## config.mk

```make
export PLATFORM = sky130hd
export DESIGN_NAME = disp_vramctrl_flat
export DESIGN_NICKNAME = d
export VERILOG_FILES = /design/src/rtl/disp_vramctrl_if.sv /design/src/rtl/disp_vramctrl.sv /design/src/flat_wrapper.sv
export SDC_FILE = /design/constraint.sdc
export NUM_CORES = 1
export LEC_CHECK = 0
export BUFFER_PORTS_ARGS = -buffer_cell sky130_fd_sc_hd__buf_2
export CAP_MARGIN = 30
export CELL_PAD_IN_SITES_DETAIL_PLACEMENT = 1
export CELL_PAD_IN_SITES_GLOBAL_PLACEMENT = 2
export CORE_ASPECT_RATIO = 1.75
export CORE_MARGIN = 5
export CORE_UTILIZATION = 28
export DETAILED_ROUTE_END_ITERATION = 8
export GPL_TIMING_DRIVEN = 1
export PLACE_DENSITY_LB_ADDON = 0.12
export RECOVER_POWER = 25
export SETUP_SLACK_MARGIN = 0.05
export SYNTH_ARGS = -nofsm -noshare
export SYNTH_HDL_FRONTEND = slang
export SYNTH_SLANG_ARGS = --single-unit
```

## constraint.sdc

```tcl
create_clock -name ACLK -period 2 [get_ports ACLK]
set_input_delay 0.3 -clock ACLK [delete_from_list [all_inputs] [get_ports ACLK]]
set_output_delay 0.3 -clock ACLK [all_outputs]
set_load 0.01 [all_outputs]
```

## src/rtl/disp_vramctrl_if.sv

```systemverilog
// AXI4 read-address and read-data channels between the display VRAM fetcher and VRAM.
// Each channel uses valid/ready handshakes. A transfer completes on a rising ACLK edge
// where both valid and ready are high. Valid, and the payload with it, must stay stable
// until that edge. Ready may change freely.
interface disp_vramctrl_if;
    logic [31:0] ARADDR;
    logic [7:0]  ARLEN;
    logic [2:0]  ARSIZE;
    logic [1:0]  ARBURST;
    logic        ARVALID;
    logic        ARREADY;
    logic [63:0] RDATA;
    logic        RVALID;
    logic        RLAST;
    logic [1:0]  RRESP;
    logic        RREADY;

    modport master (
        output ARADDR, ARLEN, ARSIZE, ARBURST, ARVALID, RREADY,
        input  ARREADY, RDATA, RVALID, RLAST, RRESP
    );

    modport slave (
        input  ARADDR, ARLEN, ARSIZE, ARBURST, ARVALID, RREADY,
        output ARREADY, RDATA, RVALID, RLAST, RRESP
    );
endinterface

```

## src/rtl/disp_vramctrl.sv

```systemverilog
// Display VRAM read master: fetches one frame as fixed-length INCR bursts, one burst
// in flight at a time, and forwards every accepted beat to the display FIFO.
module disp_vramctrl #(
    parameter int H_PIX     = 640,
    parameter int V_PIX     = 480,
    parameter int BURST_LEN = 16
) (
    input  logic                   ACLK,
    input  logic                   ARST,
    input  logic                   DISPSTART,
    input  logic                   DISPON,
    input  logic [31:0]            DISPADDR,
    input  logic                   BUF_WREADY,
    disp_vramctrl_if.master        axi,
    output logic [63:0]            FIFOIN,
    output logic                   FIFOWR,
    output logic                   BUSY,
    output logic [1:0]             dbg_state
);
    localparam int FRAME_BURSTS = H_PIX * V_PIX / 2 / BURST_LEN;
    localparam int CNT_W        = (FRAME_BURSTS > 1) ? $clog2(FRAME_BURSTS) : 1;
    localparam logic [CNT_W-1:0] LAST_BURST  = CNT_W'(FRAME_BURSTS - 1);
    localparam logic [31:0]      BURST_BYTES = 32'(BURST_LEN * 8);

    typedef enum logic [1:0] {IDLE, WAITBUF, ADDR, DATA} state_t;

    state_t           state;
    logic [31:0]      base;
    logic [31:0]      araddr;
    logic [31:0]      next_addr;
    logic [CNT_W-1:0] burst_cnt;
    logic             arvalid;
    logic             rready;
    logic             unused_rresp;

    // Address arithmetic is deliberately 32-bit so a frame crossing 4 GiB wraps.
    assign next_addr    = base + 32'(burst_cnt) * BURST_BYTES;
    assign unused_rresp = ^axi.RRESP;

    assign axi.ARADDR  = araddr;
    assign axi.ARLEN   = 8'(BURST_LEN - 1);
    assign axi.ARSIZE  = 3'b011;
    assign axi.ARBURST = 2'b01;
    assign axi.ARVALID = arvalid;
    assign axi.RREADY  = rready;
    assign dbg_state   = state;

    always_ff @(posedge ACLK or negedge ARST) begin
        if (!ARST) begin
            state     <= IDLE;
            base      <= '0;
            araddr    <= '0;
            burst_cnt <= '0;
            arvalid   <= 1'b0;
            rready    <= 1'b0;
            BUSY      <= 1'b0;
        end else begin
            case (state)
                IDLE: begin
                    if (DISPSTART && DISPON) begin
                        base      <= DISPADDR;
                        burst_cnt <= '0;
                        BUSY      <= 1'b1;
                        state     <= WAITBUF;
                    end
                end
                WAITBUF: begin
                    if (!DISPON) begin
                        BUSY  <= 1'b0;
                        state <= IDLE;
                    end else if (BUF_WREADY) begin
                        araddr  <= next_addr;
                        arvalid <= 1'b1;
                        state   <= ADDR;
                    end
                end
                ADDR: begin
                    // DISPON is not looked at here: an issued request must complete.
                    if (axi.ARREADY) begin
                        arvalid <= 1'b0;
                        rready  <= 1'b1;
                        state   <= DATA;
                    end
                end
                DATA: begin
                    if (axi.RVALID && axi.RLAST) begin
                        rready    <= 1'b0;
                        burst_cnt <= burst_cnt + 1'b1;
                        if (burst_cnt == LAST_BURST || !DISPON) begin
                            BUSY  <= 1'b0;
                            state <= IDLE;
                        end else begin
                            state <= WAITBUF;
                        end
                    end
                end
                default: state <= IDLE;
            endcase
        end
    end

    always_ff @(posedge ACLK or negedge ARST) begin
        if (!ARST) begin
            FIFOIN <= '0;
            FIFOWR <= 1'b0;
        end else begin
            FIFOIN <= axi.RDATA;
            FIFOWR <= axi.RVALID & rready;
        end
    end
endmodule
```

## src/flat_wrapper.sv

```systemverilog
// flat-port wrapper written by rule: the top's interface ports become plain ports
module disp_vramctrl_flat 
#(
    parameter int H_PIX     = 640,
    parameter int V_PIX     = 480,
    parameter int BURST_LEN = 16
)
  (ACLK, ARST, DISPSTART, DISPON, DISPADDR, BUF_WREADY, FIFOIN, FIFOWR, BUSY, dbg_state, axi_ARADDR, axi_ARLEN, axi_ARSIZE, axi_ARBURST, axi_ARVALID, axi_RREADY, axi_ARREADY, axi_RDATA, axi_RVALID, axi_RLAST, axi_RRESP);
  disp_vramctrl_if axi_i ();
  input  logic ACLK;
  input  logic ARST;
  input  logic DISPSTART;
  input  logic DISPON;
  input  logic [31:0] DISPADDR;
  input  logic BUF_WREADY;
  output logic [63:0] FIFOIN;
  output logic FIFOWR;
  output logic BUSY;
  output logic [1:0] dbg_state;
  output wire logic [$bits(axi_i.ARADDR)-1:0] axi_ARADDR;
  output wire logic [$bits(axi_i.ARLEN)-1:0] axi_ARLEN;
  output wire logic [$bits(axi_i.ARSIZE)-1:0] axi_ARSIZE;
  output wire logic [$bits(axi_i.ARBURST)-1:0] axi_ARBURST;
  output wire logic [$bits(axi_i.ARVALID)-1:0] axi_ARVALID;
  output wire logic [$bits(axi_i.RREADY)-1:0] axi_RREADY;
  input wire logic [$bits(axi_i.ARREADY)-1:0] axi_ARREADY;
  input wire logic [$bits(axi_i.RDATA)-1:0] axi_RDATA;
  input wire logic [$bits(axi_i.RVALID)-1:0] axi_RVALID;
  input wire logic [$bits(axi_i.RLAST)-1:0] axi_RLAST;
  input wire logic [$bits(axi_i.RRESP)-1:0] axi_RRESP;
  assign axi_ARADDR = axi_i.ARADDR;
  assign axi_ARLEN = axi_i.ARLEN;
  assign axi_ARSIZE = axi_i.ARSIZE;
  assign axi_ARBURST = axi_i.ARBURST;
  assign axi_ARVALID = axi_i.ARVALID;
  assign axi_RREADY = axi_i.RREADY;
  assign axi_i.ARREADY = axi_ARREADY;
  assign axi_i.RDATA = axi_RDATA;
  assign axi_i.RVALID = axi_RVALID;
  assign axi_i.RLAST = axi_RLAST;
  assign axi_i.RRESP = axi_RRESP;
  disp_vramctrl #(.H_PIX(H_PIX), .V_PIX(V_PIX), .BURST_LEN(BURST_LEN)) u_core (.ACLK(ACLK), .ARST(ARST), .DISPSTART(DISPSTART), .DISPON(DISPON), .DISPADDR(DISPADDR), .BUF_WREADY(BUF_WREADY), .axi(axi_i), .FIFOIN(FIFOIN), .FIFOWR(FIFOWR), .BUSY(BUSY), .dbg_state(dbg_state));
endmodule
```

==> results_dict.tcl, run 1 <==
set metrics [dict create \
    maxCapViolCount 0 \
    ios 221 \
    vias 5069 \
    die_w_um 121 \
    reg2reg_depth 7 \
    worst-setup-path-type "flop to flop" \
    worstMarginPinSlew_ps 1270 \
    p_leak_nw 4.50 \
    core_um2 21000 \
    netlist.area_leader.share 0.618 \
    fmax_mhz 464 \
    drive_above_1_share 0.465 \
    async_reset_ff_frac 1.00 \
    clk_pin_slew_ps 60 \
    grt_usage 0.170 \
    finalSetupViolCount 12 \
    worstReg2RegEnd "u_core.axi.ARADDR[26]" \
    crit_buf_inv 0 \
    first_iter_violations 136 \
    worstSkewPairLatency_ps 420 \
    cts-htree-levels 4 \
    worstSetupStartpointType "flop" \
    whs_endpoint "u_core.base[23]" \
    ys.flop_type "dfrtp_1" \
    crit_path_max_fanout 5 \
    final_area_um2 9430 \
    antenna_left 0 \
    cts_tree "built" \
    whs_path_depth 3 \
    seq_area_frac_synth 0.618 \
    crit_family "compound AO/OA/AOI/OAI gates" \
    yosys_warnings 0 \
    hp-class "input pin to flop" \
    powerDensity_nw_per_um2 1180 \
    ys_seq_elements 148 \
    nets 968 \
    critPathCaptureType "flop" \
    cpPeakStageDelay_ps 410 \
    synth_area_leader_cell "dfrtp_1" \
    fp.dieH_um 203 \
    grt_antenna_before_repair 2 \
    grt_max_degree 50 \
    path_cells "ha_1, a21oi_2, or3b_4, a211o_4, a211oi_2, xnor2_1, o21ai_1" \
    cp.arrival_ps 2460 \
    clk_path_buf_depth 2 \
    cts-root-buf "clkbuf_16" \
    ir_worst_vdd_mv 0.530 \
    wire_per_inst_um 18.2 \
    r2r-start "u_core.base[8]" \
    area_growth_syn_to_layout_pct 57.5 \
    ff2ff_setup_slack_ps -150 \
    grt_pass1_vias 5895 \
    status "finished with violations" \
    synth_common_cells "dfrtp_1 (148), nand2_1 (81), mux2_2 (30)" \
    drc_errors 0 \
    start_util 0.285 \
    avgViaCountPerCell 4.56 \
    synth.cell_area_um2 5990 \
    dieArea_um2 24500 \
    cts.sinks 148 \
    fin_crit_sh 1.08 \
    gp_congestion 0.788 \
    placementRows 70 \
    hold_viol 0 \
    portBuffers 205 \
    place_area_um2 7850 \
    cpMaxStageDelayCell "or3b_4" \
    setup_ws_ps -153 \
    first_pass_iters 4 \
    finalClockSkew_ps 9.03 \
    cts_buffers 17 \
    synth.area.top_cells "dfrtp_1 (62%), mux2_2 (5.6%), nand2_1 (5.1%)" \
    post-synth-top-count-cell "dfrtp_1" \
    wl_um 20200 \
    grt_pass1_wl_um 32100 \
    syn_avg_cell_area_um2 11.9 \
    syn_inst 502 \
    min_from "DISPADDR[23]" \
    synth_edf_count 0 \
    slew_headroom 0.154 \
    dp_hpwl_um 14500 \
    worstPathRequired_ps 2300 \
    layout_min_cycle_time_ps 2150 \
    rsz0062_at_grt "yes" \
    ys_types 56 \
    drv_slew 0 \
    violations "setup timing" \
    grt_overflow 0 \
    preCtsSetupSlack_ps -214 \
]
-- cell type report --
class | count | area, µm²
antenna | 1 | 2.50
clock buffer | 19 | 443
clock inverter | 12 | 131
fill | 2297 | 11600
inverter | 4 | 15.0
multi-input combinational | 331 | 2550
sequential | 148 | 3700
tap | 252 | 315
timing repair buffer | 344 | 2270
-- worst min-delay path, cell delays in order --
cell and delay, ps:
buf_2 80, nand2_1 40, o21ai_0 50
-- how the worst max path moves through the flow --
stage	slack, ps	end	cells past startpoint	startpoint
floorplan	-60	u_core.axi.ARADDR[20]	7	u_core.burst_cnt[6]
global placement	-190	u_core.axi.ARADDR[26]	8	u_core.burst_cnt[1]
detailed placement	-210	u_core.axi.ARADDR[30]	8	u_core.burst_cnt[3]
CTS	-190	u_core.axi.ARADDR[26]	7	u_core.base[11]
global route	-240	u_core.axi.ARADDR[25]	9	u_core.burst_cnt[3]
finish	-150	u_core.axi.ARADDR[26]	7	u_core.base[8]
-- metrics by stage --
step | power (W) | std cells | setup TNS [ps] | hold slack (ps) | utilization
finish | 0.0111 | 1111 | -863 | 88.0 | 0.449
global route | 0.0118 | 1110 | -2140 | 84.1 | 0.449
CTS | 0.0111 | 1109 | -1320 | 60.6 | 0.440
detailed placement | 0.00766 | 1008 | -1800 | 273 | 0.373
global placement | 0.00757 | 1008 | -1530 | 268 | 0.373
floorplan | 0.00601 | 513 | -394 | 4.41 | -
-- registers in the layout, indices dropped and copies added, names as in the netlist, named ones only --
| signal | cells |
|---|---|
| u_core.BUSY | 1 |
| u_core.FIFOIN | 64 |
| u_core.FIFOWR | 1 |
| u_core.axi.ARADDR | 32 |
| u_core.axi.ARVALID | 1 |
| u_core.axi.RREADY | 1 |
| u_core.base | 32 |
| u_core.burst_cnt | 14 |
| u_core.dbg_state | 1 |
-- power by group --
part	total, W	leakage [nW]	switching, W	internal (W)
Sequential	0.00433	1.80	0.000552	0.00378
Clock	0.00316	0.272	0.00130	0.00186
Combinational	0.00360	2.43	0.00181	0.00180
Total	0.0111	4.50	0.00366	0.00744
-- logic make-up (layout without fill, tap and decap cells) --
kind of cell,after synthesis,after routing,synth area share
xor+xnor,30,30,0.0439
other cells,2,14,0.00125
simple gates,150,150,0.116
compound gates,91,91,0.0986
mux,31,31,0.0581
buf+inv,34,379,0.0297
flops,148,148,0.618
fa+ha+maj,16,16,0.0347
-- routing by layer --
layer	GRT usage	vias up	routed length [µm]
li1	-	2398	-
met1	0.175	2472	7150
met2	0.313	173	11200
met3	0.0624	24	1430
met4	0.0604	2	403
met5	0	-	13
-- layout by cell type, fill, tap and decap left out, drive strengths merged, types with 3 or more instances in the layout --
cell type,count
buf,277
dfrtp,148
nand2,81
dlygate4sd3,65
o21ai,35
mux2,30
nor2,23
clkbuf,21
a21oi,21
xor2,15
nand3,15
xnor2,15
ha,15
conb,13
a21o,7
inv,6
a211oi,5
nand4,4
clkinvlp,4
nor2b,4
clkinv,4
and4,3
o211ai,3
and2,3
or4,3
nor4bb,3
-- timing repair --
item | 4_1_cts | 5_1_grt
resized for setup | 32 | 35
buffers inserted | 6 | 2
pin swaps | 17 | 30
hold buffers | 65 | 0
hold endpoints to repair | 107 | 0
endpoints found under the setup margin | 18 | 23
Power figures use the tool's default switching activity.
==> run 2: changes to the inputs <==
--- a/config.mk
+++ b/config.mk
@@ -5,13 +5,14 @@
 export SDC_FILE = /design/constraint.sdc
 export NUM_CORES = 1
 export LEC_CHECK = 0
+export ABC_AREA = 1
 export BUFFER_PORTS_ARGS = -buffer_cell sky130_fd_sc_hd__buf_2
 export CAP_MARGIN = 30
 export CELL_PAD_IN_SITES_DETAIL_PLACEMENT = 1
 export CELL_PAD_IN_SITES_GLOBAL_PLACEMENT = 2
 export CORE_ASPECT_RATIO = 1.75
 export CORE_MARGIN = 5
-export CORE_UTILIZATION = 28
+export CORE_UTILIZATION = 26
 export DETAILED_ROUTE_END_ITERATION = 8
 export GPL_TIMING_DRIVEN = 1
 export PLACE_DENSITY_LB_ADDON = 0.12
==> run 2 against run 1 <==
Effect of this change:
- the run now ends clean
- sequential share of layout area down 0.76 points
- global-route usage up 0.085 points
- synthesized cell count up 50%
- clock skew down 0.92 ps
- clock power up 14%
- area after synthesis up 8.3%
- die area up 15%
- register-to-register slack better by 290 ps
- count of clock-buffer cells in the layout down 1
- flip-flop and latch count unchanged
- power up 1.1%
- critical path type unchanged
- critical endpoint is now u_core.axi.ARADDR[25]
- largest cell class unchanged
==> results_dict.tcl, run 2 <==
set metrics [dict create \
    status "finished, final reports clean" \
    worstReg2RegEnd "u_core.axi.ARADDR[25]" \
    synth.cell_area_um2 6480 \
    start_util 0.263 \
    clk_pin_slew_ps 70 \
    vias 5950 \
    syn_inst 752 \
    finalClockSkew_ps 8.11 \
    slew_headroom 0.518 \
    cp.arrival_ps 2190 \
    synth-simple-area-share 0.275 \
    post-synth-top-count-cell "nand2_1" \
    cpMaxStageDelayCell "fa_2" \
    portBuffers 205 \
    powerDensity_nw_per_um2 1170 \
    startpoint "u_core.burst_cnt[0]" \
    syn_avg_cell_area_um2 8.62 \
    die_w_um 129 \
    async_reset_ff_frac 1.00 \
    grt_pass1_vias 6851 \
    grt_usage 0.171 \
    worstSetupEndpoint "u_core.axi.ARADDR[25]" \
    place_area_um2 8120 \
    fmax_mhz 538 \
    layout_min_cycle_time_ps 1860 \
    ios 221 \
    hold_viol 0 \
    gp_congestion 0.774 \
    final_area_um2 9620 \
    worstSkewPairLatency_ps 440 \
    synth_xor_area_frac 0.0122 \
    cpPeakStageDelay_ps 430 \
    dpl.cell_count 1292 \
    whs_ps 54.1 \
    cts.sinks 148 \
    netlist.area_leader.share 0.571 \
    grt_pass1_wl_um 36500 \
    cts_buffers 17 \
    crit_path_max_fanout 5 \
    worst-setup-path-type "flop to flop" \
    antenna_left 0 \
    cts-htree-levels 4 \
    fin_crit_sh 0.929 \
    muxShareOfSynthArea 0 \
    dp_hpwl_um 17300 \
    drc_errors 0 \
    multi_input_area_um2 2540 \
    worstMarginPinSlew_ps 723 \
    regArea_um2 3700 \
    synth_common_cells "nand2_1 (301), dfrtp_1 (148), inv_1 (73)" \
    top_register "u_core.FIFOIN" \
    finalSetupTns_ps 0 \
    fillers 2918 \
    fp.dieH_um 219 \
    ff2ff_setup_slack_ps 140 \
    first_pass_iters 4 \
    synth_edf_count 0 \
    largest_reg_flops 64 \
    cts_tree "built" \
    path_cells "ha_2, fa_2, nand2_2, nor2_2, nand2_1, nand3_2, nand2_2, nand2_4, nand2_2, nand2_1, nand3_1, nand2_1" \
    mostFrequentLayoutCell "nand2_1" \
    avgViaCountPerCell 4.28 \
    synth-compound-area-share 0.0349 \
    power.total_w 0.0112 \
    synth.area.top_cells "dfrtp_1 (57%), nand2_1 (17%), inv_1 (4.2%)" \
    final_cell_mix "nand2_1 (290), buf_2 (199), dfrtp_1 (147), inv_1 (73), dlygate4sd3_1 (65)" \
    ys_seq_elements 148 \
    reg2reg_depth 12 \
    yosys_warnings 0 \
    grt_max_degree 55 \
    first_iter_violations 147 \
    wl_um 23200 \
    min_from "DISPADDR[9]" \
    ys.flop_type "dfrtp_1" \
    ir_worst_vdd_mv 0.742 \
    diodes 0 \
    critPathCaptureType "flop" \
    stdcell_count 1391 \
    ys_types 39 \
    rsz0062_at_grt "yes" \
    worstSetupStartpointType "flop" \
    cts-root-buf "clkbuf_16" \
    drive_above_1_share 0.308 \
    grt_overflow 0 \
    wire_per_inst_um 16.7 \
    finalSetupViolCount 0 \
    dieArea_um2 28300 \
    worstPathRequired_ps 2330 \
    area_growth_syn_to_layout_pct 48.4 \
    yosys.area_share.adder 0.0320 \
    nets 1188 \
    hp-class "input pin to flop" \
    clk_path_buf_depth 2 \
    synth_area_leader_cell "dfrtp_1" \
    synth_top_family_by_area "simple AND/OR/NAND/NOR gates" \
    p_leak_nw 5.04 \
    drv_slew 0 \
    grt_antenna_before_repair 0 \
    placementRows 76 \
    core_um2 24600 \
    maxCapViolCount 0 \
    seq_area_frac_synth 0.571 \
    r2r-start "u_core.burst_cnt[0]" \
]
==> run 2: changes by cell type after synthesis, moves of 5 or more <==
| cell | before | now |
|---|---|---|
| buf_2 | 1 | 10 |
| clkbuf_1 | 12 | 2 |
| nor3_1 | 2 | 12 |
| mux2_2 | 30 | 0 |
| o21ai_1 | 11 | 5 |
| nand2_1 | 81 | 301 |
| a21oi_1 | 21 | 11 |
| inv_2 | 0 | 5 |
| nand3_1 | 15 | 43 |
| xnor2_1 | 15 | 5 |
| inv_1 | 4 | 73 |
| xor2_1 | 15 | 4 |
| nor2_1 | 23 | 43 |
| a21o_1 | 7 | 0 |
==> run 2: cell families after synthesis <==
kind of cell / count (synthesis)
adders and majority gates: 16
DFF: 148
and+or+nand+nor: 427
xor gates and xnor gates: 9
buffers and inverters: 107
other: 2
AOI/OAI and AO/OA: 43
==> run 2: power by group <==
part           total (W)  internal (W)  switching (W)
sequential       0.00430       0.00374       0.000558
clock            0.00360       0.00223        0.00137
combinational    0.00333       0.00143        0.00190
==> run 2: worst min path at each step <==
stage,end,slack (ps),cells past startpoint
floorplan,asynchronous set/reset pin,4,0
global placement,u_core.base[22],180,1
detailed placement,u_core.base[22],180,1
CTS,u_core.base[9],30,3
global route,u_core.base[4],40,3
finish,u_core.base[9],50,3
==> run 2: area by class of cell <==
| class | instances | area share |
|---|---|---|
| flip-flops and latches | 148 | 0.385 |
| multi-input cells | 508 | 0.264 |
| repair buffers | 312 | 0.211 |
| clock buffers | 18 | 0.0446 |
| well taps | 312 | 0.0406 |
| inverters | 79 | 0.0311 |
| clock inverters | 14 | 0.0233 |
==> run 2: metal layers <==
layer | up-vias | share of wire | global-route usage
met2 | 169 | 0.56 | 0.323
met1 | 2811 | 0.35 | 0.170
met5 | - | 0 | 0
met4 | 0 | 0.026 | 0.0655
met3 | 29 | 0.063 | 0.0543
li1 | 2941 | - | -
==> run 2: per-stage QoR <==
step | util | worst slack (ps)
after CTS | 0.383 | 55.2
after global routing | 0.391 | 18.3
after detailed placement | 0.330 | -4.87
after floorplan | - | 173
after global placement | 0.330 | 4.26
final | 0.391 | 141
==> run 2: worst max-delay path: cells and delay by family, from the launching register on <==
family / cells / cell delay, ps
DFF: 1 / 390
adders and majority gates: 2 / 640
and+or+nand+nor: 10 / 730
==> run 2: timing repair <==
item,4_1_cts,5_1_grt
endpoints found under the setup margin,5,18
endpoints found under the hold margin,86,0
hold buffers,65,0
resized for setup,2,47
pin swaps,0,12
buffers inserted,0,2
